<file path="config.mk">
export PLATFORM = sky130hd
export DESIGN_NAME = gray_dec_rx
export DESIGN_NICKNAME = d
export VERILOG_FILES = /design/src/rtl/gray_dec_rx.sv
export SDC_FILE = /design/constraint.sdc
export NUM_CORES = 1
export LEC_CHECK = 0
export ABC_AREA = 1
export CAP_MARGIN = 40
export CORE_UTILIZATION = 40
export CTS_CLUSTER_DIAMETER = 60
export DETAILED_ROUTE_END_ITERATION = 6
export PLACE_DENSITY = 0.6
export SLEW_MARGIN = 25
export SYNTH_ARGS = -nofsm -noshare
export SYNTH_HDL_FRONTEND = slang
export SYNTH_SLANG_ARGS = --single-unit
</file>
<file path="constraint.sdc">
create_clock -name clk -period 2.41 [get_ports clk]
set_input_delay 0.482 -clock clk [delete_from_list [all_inputs] [get_ports clk]]
set_output_delay 0.482 -clock clk [all_outputs]
set_load 0.01 [all_outputs]
</file>
<file path="src/rtl/gray_dec_rx.sv">
// Destination-side receiver for a Gray-coded count crossing clock domains:
// synchronizes the bus, decodes it to binary, and reports step/delta/jump.
module gray_dec_rx #(
  parameter int SIZE        = 4,
  parameter int SYNC_STAGES = 2
) (
  input  logic            clk,
  input  logic            rst_n,
  input  logic [SIZE-1:0] gray_in,
  input  logic            err_clr,
  output logic [SIZE-1:0] bin,
  output logic            bin_vld,
  output logic            step,
  output logic [SIZE-1:0] delta,
  output logic            jump,
  output logic            err
);

  localparam int CNT_W = $clog2(SYNC_STAGES + 1);

  typedef enum logic {
    S_INIT,
    S_RUN
  } state_t;

  state_t          r_state;
  logic [SIZE-1:0] r_sync [SYNC_STAGES];
  logic [SIZE-1:0] r_g_prev;
  logic [CNT_W-1:0] r_cnt;
  logic [SIZE-1:0] r_bin;
  logic            r_bin_vld;
  logic            r_step;
  logic [SIZE-1:0] r_delta;
  logic            r_jump;
  logic            r_err;

  logic [SIZE-1:0] w_sync_q;
  logic [SIZE-1:0] w_dec;
  logic [SIZE-1:0] w_diff;
  logic            w_move;
  logic            w_multi;

  function automatic logic [SIZE-1:0] gray2bin(input logic [SIZE-1:0] g);
    logic [SIZE-1:0] b;
    b[SIZE-1] = g[SIZE-1];
    for (int i = SIZE - 2; i >= 0; i--) begin
      b[i] = b[i+1] ^ g[i];
    end
    return b;
  endfunction

  // NOTE: every synchronizer stage is reset, so a stale pre-reset value can
  // never be decoded during INIT; this is a flop chain, not a RAM.
  always_ff @(posedge clk or negedge rst_n) begin
    if (!rst_n) begin
      for (int i = 0; i < SYNC_STAGES; i++) begin
        r_sync[i] <= '0;
      end
    end else begin
      r_sync[0] <= gray_in;
      for (int i = 1; i < SYNC_STAGES; i++) begin
        r_sync[i] <= r_sync[i-1];
      end
    end
  end

  assign w_sync_q = r_sync[SYNC_STAGES-1];
  assign w_dec    = gray2bin(w_sync_q);
  assign w_diff   = w_sync_q ^ r_g_prev;
  assign w_move   = |w_diff;
  // Clearing the lowest set bit leaves something only if two or more bits differ.
  assign w_multi  = |(w_diff & (w_diff - SIZE'(1)));

  // NOTE: all state here uses non-blocking assignments so every register
  // sees the pre-edge values of the others (delta uses the old r_bin).
  always_ff @(posedge clk or negedge rst_n) begin
    if (!rst_n) begin
      r_state   <= S_INIT;
      r_cnt     <= '0;
      r_g_prev  <= '0;
      r_bin     <= '0;
      r_bin_vld <= 1'b0;
      r_step    <= 1'b0;
      r_delta   <= '0;
      r_jump    <= 1'b0;
      r_err     <= 1'b0;
    end else begin
      r_step <= 1'b0;
      r_jump <= 1'b0;
      case (r_state)
        S_INIT: begin
          if (err_clr) r_err <= 1'b0;
          if (r_cnt == CNT_W'(SYNC_STAGES)) begin
            r_bin     <= w_dec;
            r_g_prev  <= w_sync_q;
            r_bin_vld <= 1'b1;
            r_state   <= S_RUN;
          end else begin
            r_cnt <= r_cnt + CNT_W'(1);
          end
        end
        S_RUN: begin
          if (w_move) begin
            r_bin    <= w_dec;
            r_g_prev <= w_sync_q;
            r_delta  <= w_dec - r_bin;
            r_step   <= 1'b1;
          end
          // A jump sets err even if err_clr is asserted on the same edge.
          if (w_multi) begin
            r_jump <= 1'b1;
            r_err  <= 1'b1;
          end else if (err_clr) begin
            r_err <= 1'b0;
          end
        end
      endcase
    end
  end

  assign bin     = r_bin;
  assign bin_vld = r_bin_vld;
  assign step    = r_step;
  assign delta   = r_delta;
  assign jump    = r_jump;
  assign err     = r_err;

endmodule
</file>
==> results.json, run 1 <==
{
  "period_needed_ns": 2.05,
  "hold_buffers": 0,
  "postCtsSetupBuffers": 0,
  "area_growth_syn_to_layout_pct": 22.5,
  "ys_ff_latch": 26,
  "rows": 19,
  "clk_path_buf_depth": 2,
  "port_buffers": 18,
  "seq_area_frac_synth": 0.570,
  "timing.setup.tns_ns": 0,
  "seq_area_um2": 651,
  "final-setup-viol-count": 0,
  "cts-buffers-inserted": 3,
  "pwr-share-seq": 0.489,
  "synth_cells": 124,
  "p_leak_nw": 0.721,
  "drive_above_1_share": 0.0828,
  "gr-total-overflow": 0,
  "p_int_mw": 0.794,
  "start_kind": "flop",
  "first_pass_iters": 2,
  "antenna_found_initial": 0,
  "synth_top_area_frac": 0.570,
  "gr-max-usage-layer": "met2",
  "gr-usage-met3": 0.0211,
  "ant_nets": 0,
  "fin_skew_ns": 0.0131,
  "wire_per_inst_um": 10.7,
  "routed-via-count": 827,
  "tightest_slew_ns": 0.339,
  "clock_power_share": 0.276,
  "dpl.hpwl_mm": 1.34,
  "grt_pass1_wl_mm": 3.33,
  "switchingPower_mw": 0.286,
  "min_period_over_period": 0.851,
  "worstSetupEndpointType": "flop",
  "grt_pass1_vias": 798,
  "max_slew_margin": 0.773,
  "die_area_um2": 3070,
  "initial_utilization": 0.418,
  "syn_area_um2": 1140,
  "yosysTopAreaCell": "dfrtp_1",
  "dr.first_iter.drc_count": 12,
  "routed_wl_mm": 1.88,
  "htree_num_levels": 1,
  "cap_violations": 0,
  "cp.arrival_ns": 2.30,
  "setup.worst_path.class": "flop to flop",
  "rsz0062_at_grt": "no",
  "cts_resized": 0,
  "grt_max_degree": 27,
  "clock_latency_ns": 0.33,
  "worstPathRequired_ns": 2.66,
  "final_max_slew_viol_count": 0,
  "final_cell_mix": "44 x nand2_1, 26 x dfrtp_1, 18 x clkdlybuf4s50_1",
  "p_per_area_nw_per_um2": 772,
  "final_common_cell": "nand2_1",
  "numClockSinks": 26,
  "clkTransAtPathRegs_ns": 0.14,
  "syn_avg_cell_area_um2": 9.21,
  "synthTopCellsByArea": "dfrtp_1 57%, nand2_1 14%, inv_1 5.6%, ha_1 4.4%, nand3_1 4.4%",
  "nets": 158,
  "grt_usage": 0.139,
  "pin_count": 19,
  "met2_usage": 0.238,
  "max_freq_ghz": 0.488,
  "nFillCells": 254,
  "synth_cell_type_count": 17,
  "die_w_um": 55.4,
  "grtUsageMet1": 0.169,
  "hold_viol": 0,
  "viasPerCell": 4.70,
  "status": "complete, no violations",
  "design_power_total_mw": 1.08,
  "hold_class": "flop to flop",
  "path_max_fanout": 4,
  "drcViolationCount": 0,
  "routabilityCongestion": 0.804,
  "cts_tree": "done",
  "synth_nets": 136,
  "vdd_drop_max_mv": 0.417,
  "multi_input_area_um2": 398,
  "p_comb_frac": 0.235,
  "diodes": 0,
  "swShare": 0.265,
  "root_buffer": "clkbuf_4",
  "core-area_um2": 2730,
  "yosys_warnings": 0,
  "fp.dieH_um": 55.4
}
-- worst max-delay path, cell delays in order, from the launching register on --
cell     delay (ns)
dfrtp_1        0.44
inv_1          0.09
nand2_1        0.08
nand2_1        0.11
nand2_1        0.08
nand2_1        0.13
nand2_1        0.06
nand2_1        0.07
inv_1          0.04
ha_1           0.19
fa_1           0.38
xor2_1         0.15
o21ai_0        0.15
-- per-layer routing --
layer | up-vias | part of all wire
met5 | - | 0
met4 | 0 | 0.025
met3 | 5 | 0.028
met2 | 16 | 0.51
met1 | 386 | 0.44
li1 | 420 | -
-- stage by stage --
step	utilization	setup WS [ns]	instance area (um^2)	std cells	hold slack (ns)
3_5_place_dp	0.492	0.404	1350	172	0.336
3_3_place_gp	0.492	0.500	1350	172	0.333
5_1_grt	0.512	0.197	1400	176	0.370
2_1_floorplan	-	0.585	1140	124	0.186
6_report	0.512	0.359	1400	176	0.355
4_1_cts	0.512	0.346	1400	176	0.367
-- power by group through the flow --
stage / logic [mW] / clock network [mW] / registers [mW]
floorplan: 0.111 / 0 / 0.555
global placement: 0.254 / 0 / 0.535
detailed placement: 0.257 / 0 / 0.538
CTS: 0.258 / 0.308 / 0.530
global route: 0.283 / 0.323 / 0.538
finish: 0.254 / 0.298 / 0.528
-- cell usage after synthesis (all sizes together) --
cell,number
nand2,48
dfrtp,26
inv,19
nand3,10
o21ai,6
ha,4
nor2,3
xor2,3
buf,2
a21oi,1
fa,1
nand3b,1
-- layout make-up --
cell class | instances | share of cell area
clock inverter | 1 | 0.0215
sequential | 26 | 0.465
clock buffer | 3 | 0.0161
tap | 31 | 0.0277
inverter | 19 | 0.0510
multi-input combinational | 77 | 0.284
timing repair buffer | 19 | 0.134
-- final timing paths --
check                      depth (start not counted)   startpoint  slack (ns)          end
setup / recovery                                  12  w_sync_q[2]        0.36     delta[2]
hold / removal                                     0    r_sync[6]        0.35  w_sync_q[2]
setup reg to reg                                  12  w_sync_q[2]        0.36     delta[2]
hold reg to reg                                    0    r_sync[6]        0.35  w_sync_q[2]
max in group asynchronous                          2        rst_n        1.65    r_sync[6]
min in group asynchronous                          2        rst_n        0.50     delta[1]
-- sequential cells by signal, summed over array words and instances (netlist names) --
signal,count
bin,3
bin_vld,1
delta,4
err,1
jump,1
r_cnt,2
r_g_prev,4
r_state,1
r_sync,4
step,1
w_sync_q,4
-- logic make-up (layout without fill, tap and decap cells) --
kind of cell	Yosys count	count (layout)	synth area share
compound gates	7	7	0.0307
xor+xnor	3	3	0.0230
fa+ha+maj	5	5	0.0613
buf+inv	21	42	0.0821
flops	26	26	0.570
simple gates	62	62	0.233
No activity file was read; power rests on OpenSTA's default activity.
==> inputs of run 2 (changes only) <==
--- a/config.mk
+++ b/config.mk
@@ -12,2 +12,3 @@
 export DETAILED_ROUTE_END_ITERATION = 6
+export MAX_ROUTING_LAYER = met4
 export PLACE_DENSITY = 0.6
==> constraint.sdc (replaced) <==
create_clock -name clk -period 2.41 [get_ports clk]
set_input_delay 0.3615 -clock clk [delete_from_list [all_inputs] [get_ports clk]]
set_output_delay 0.3615 -clock clk [all_outputs]
set_load 0.01 [all_outputs]
==> results.json, run 2 (synthesis gave the netlist of run 1 again) <==
{
  "r2r_setup_slack_ns": 0.36,
  "routed-via-count": 827,
  "final_cell_mix": "44 x nand2_1, 26 x dfrtp_1, 18 x clkdlybuf4s50_1",
  "cp.arrival_ns": 2.30,
  "clock_power_share": 0.276,
  "die_w_um": 55.4,
  "routed_wl_mm": 1.88,
  "pin_count": 19,
  "first_pass_iters": 2,
  "p_per_area_nw_per_um2": 772,
  "vdd_drop_max_mv": 0.417,
  "routabilityCongestion": 0.816,
  "worstSetupEndpointType": "flop",
  "p_leak_nw": 0.721,
  "start_kind": "flop",
  "drive_above_1_share": 0.0828,
  "gr-total-overflow": 0,
  "fin_skew_ns": 0.0129,
  "cpMostUsedCell": "nand2_1",
  "viasPerCell": 4.70,
  "switchingPower_mw": 0.286,
  "ant_nets": 0,
  "swShare": 0.265,
  "p_int_mw": 0.794,
  "cts_resized": 0,
  "final_max_slew_viol_count": 0,
  "max_freq_ghz": 0.488,
  "drcViolationCount": 0,
  "setup.worst_path.class": "flop to flop",
  "grt_pass1_wl_mm": 3.33,
  "period_needed_ns": 2.05,
  "critPathSlowestCell": "dfrtp_1",
  "diodes": 0,
  "core-area_um2": 2730,
  "area_growth_syn_to_layout_pct": 22.5,
  "initial_utilization": 0.418,
  "clk_path_buf_depth": 2,
  "tightest_slew_ns": 0.339,
  "final_common_cell": "nand2_1",
  "whs_ns": 0.355,
  "dr.first_iter.drc_count": 9,
  "worst_path_largest_cell_delay_ns": 0.44,
  "dpl.hpwl_mm": 1.34,
  "die_area_um2": 3070,
  "final-setup-viol-count": 0,
  "p_comb_frac": 0.235,
  "cap_violations": 0,
  "pwr-share-seq": 0.489,
  "fp.dieH_um": 55.4,
  "grt_pass1_vias": 799,
  "path_cells": "inv_1, nand2_1, nand2_1, nand2_1, nand2_1, nand2_1, nand2_1, inv_1, ha_1, fa_1, xor2_1, o21ai_0",
  "status": "complete, no violations",
  "grt_max_degree": 27,
  "cts_tree": "done",
  "postCtsSetupBuffers": 0,
  "root_buffer": "clkbuf_4",
  "cts-buffers-inserted": 3,
  "antenna_found_initial": 0,
  "wire_per_inst_um": 10.7,
  "max_slew_margin": 0.773,
  "min_period_over_period": 0.851,
  "timing.setup.tns_ns": 0,
  "port_buffers": 18,
  "nets": 158,
  "grt_usage": 0.143,
  "rsz0062_at_grt": "no",
  "path_max_fanout": 4,
  "clkTransAtPathRegs_ns": 0.14,
  "htree_num_levels": 1,
  "worstPathRequired_ns": 2.66,
  "hold_viol": 0,
  "rows": 19,
  "hold_class": "flop to flop",
  "clock_latency_ns": 0.33,
  "dp.cells": 172,
  "hold_buffers": 0,
  "stdcell_count": 176,
  "numClockSinks": 26
}
run 2: cell counts in the layout (fill, tap and decap cells not counted):
No cell type changed its count.
run 2: through the flow:
stage	power, mW	utilization	cell area (um^2)	setup WS [ns]
after global placement	0.789	0.492	1350	0.500
after floorplan	0.666	-	1140	0.585
after global routing	1.14	0.512	1400	0.197
final	1.08	0.512	1400	0.360
after CTS	1.10	0.512	1400	0.346
after detailed placement	0.796	0.492	1350	0.404
run 2: cell type report:
class	count	area (um^2)
Clock buffer	3	22.5
Multi-Input combinational cell	77	398
Fill cell	254	1340
Timing Repair Buffer	19	188
Clock inverter	1	30.0
Sequential cell	26	651
Tap cell	31	38.8
Inverter	19	71.3
run 2: worst max-delay path, delay by kind of cell, from the launching register on:
family / cells / cell delay (ns)
AO/OA/AOI/OAI: 1 / 0.15
XOR/XNOR: 1 / 0.15
adder cells (fa/ha/maj): 2 / 0.57
buffers and inverters: 2 / 0.13
flip-flops: 1 / 0.44
AND/OR/NAND/NOR: 6 / 0.53
run 2: power groups by stage:
stage                     registers (mW)  clock network [mW]  logic (mW)
after global routing               0.538               0.323       0.283
after CTS                          0.530               0.308       0.258
final                              0.528               0.298       0.254
after detailed placement           0.538                   0       0.257
after floorplan                    0.555                   0       0.111
after global placement             0.535                   0       0.254
run 2: worst paths after layout:
kind / start / to / cells after the start
max in group asynchronous: rst_n / r_sync[6] / 2
hold reg to reg: r_sync[6] / w_sync_q[2] / 0
hold / removal: r_sync[6] / w_sync_q[2] / 0
setup reg to reg: w_sync_q[2] / delta[2] / 12
min in group asynchronous: rst_n / delta[1] / 2
setup / recovery: w_sync_q[2] / delta[2] / 12
run 2: metal layers:
metal / part of all wire / up-vias / global-route usage
li1: - / 420 / -
met4: 0.025 / 0 / 0.0750
met3: 0.027 / 5 / 0.0211
met2: 0.51 / 16 / 0.238
met1: 0.44 / 386 / 0.169
met5: 0 / - / -
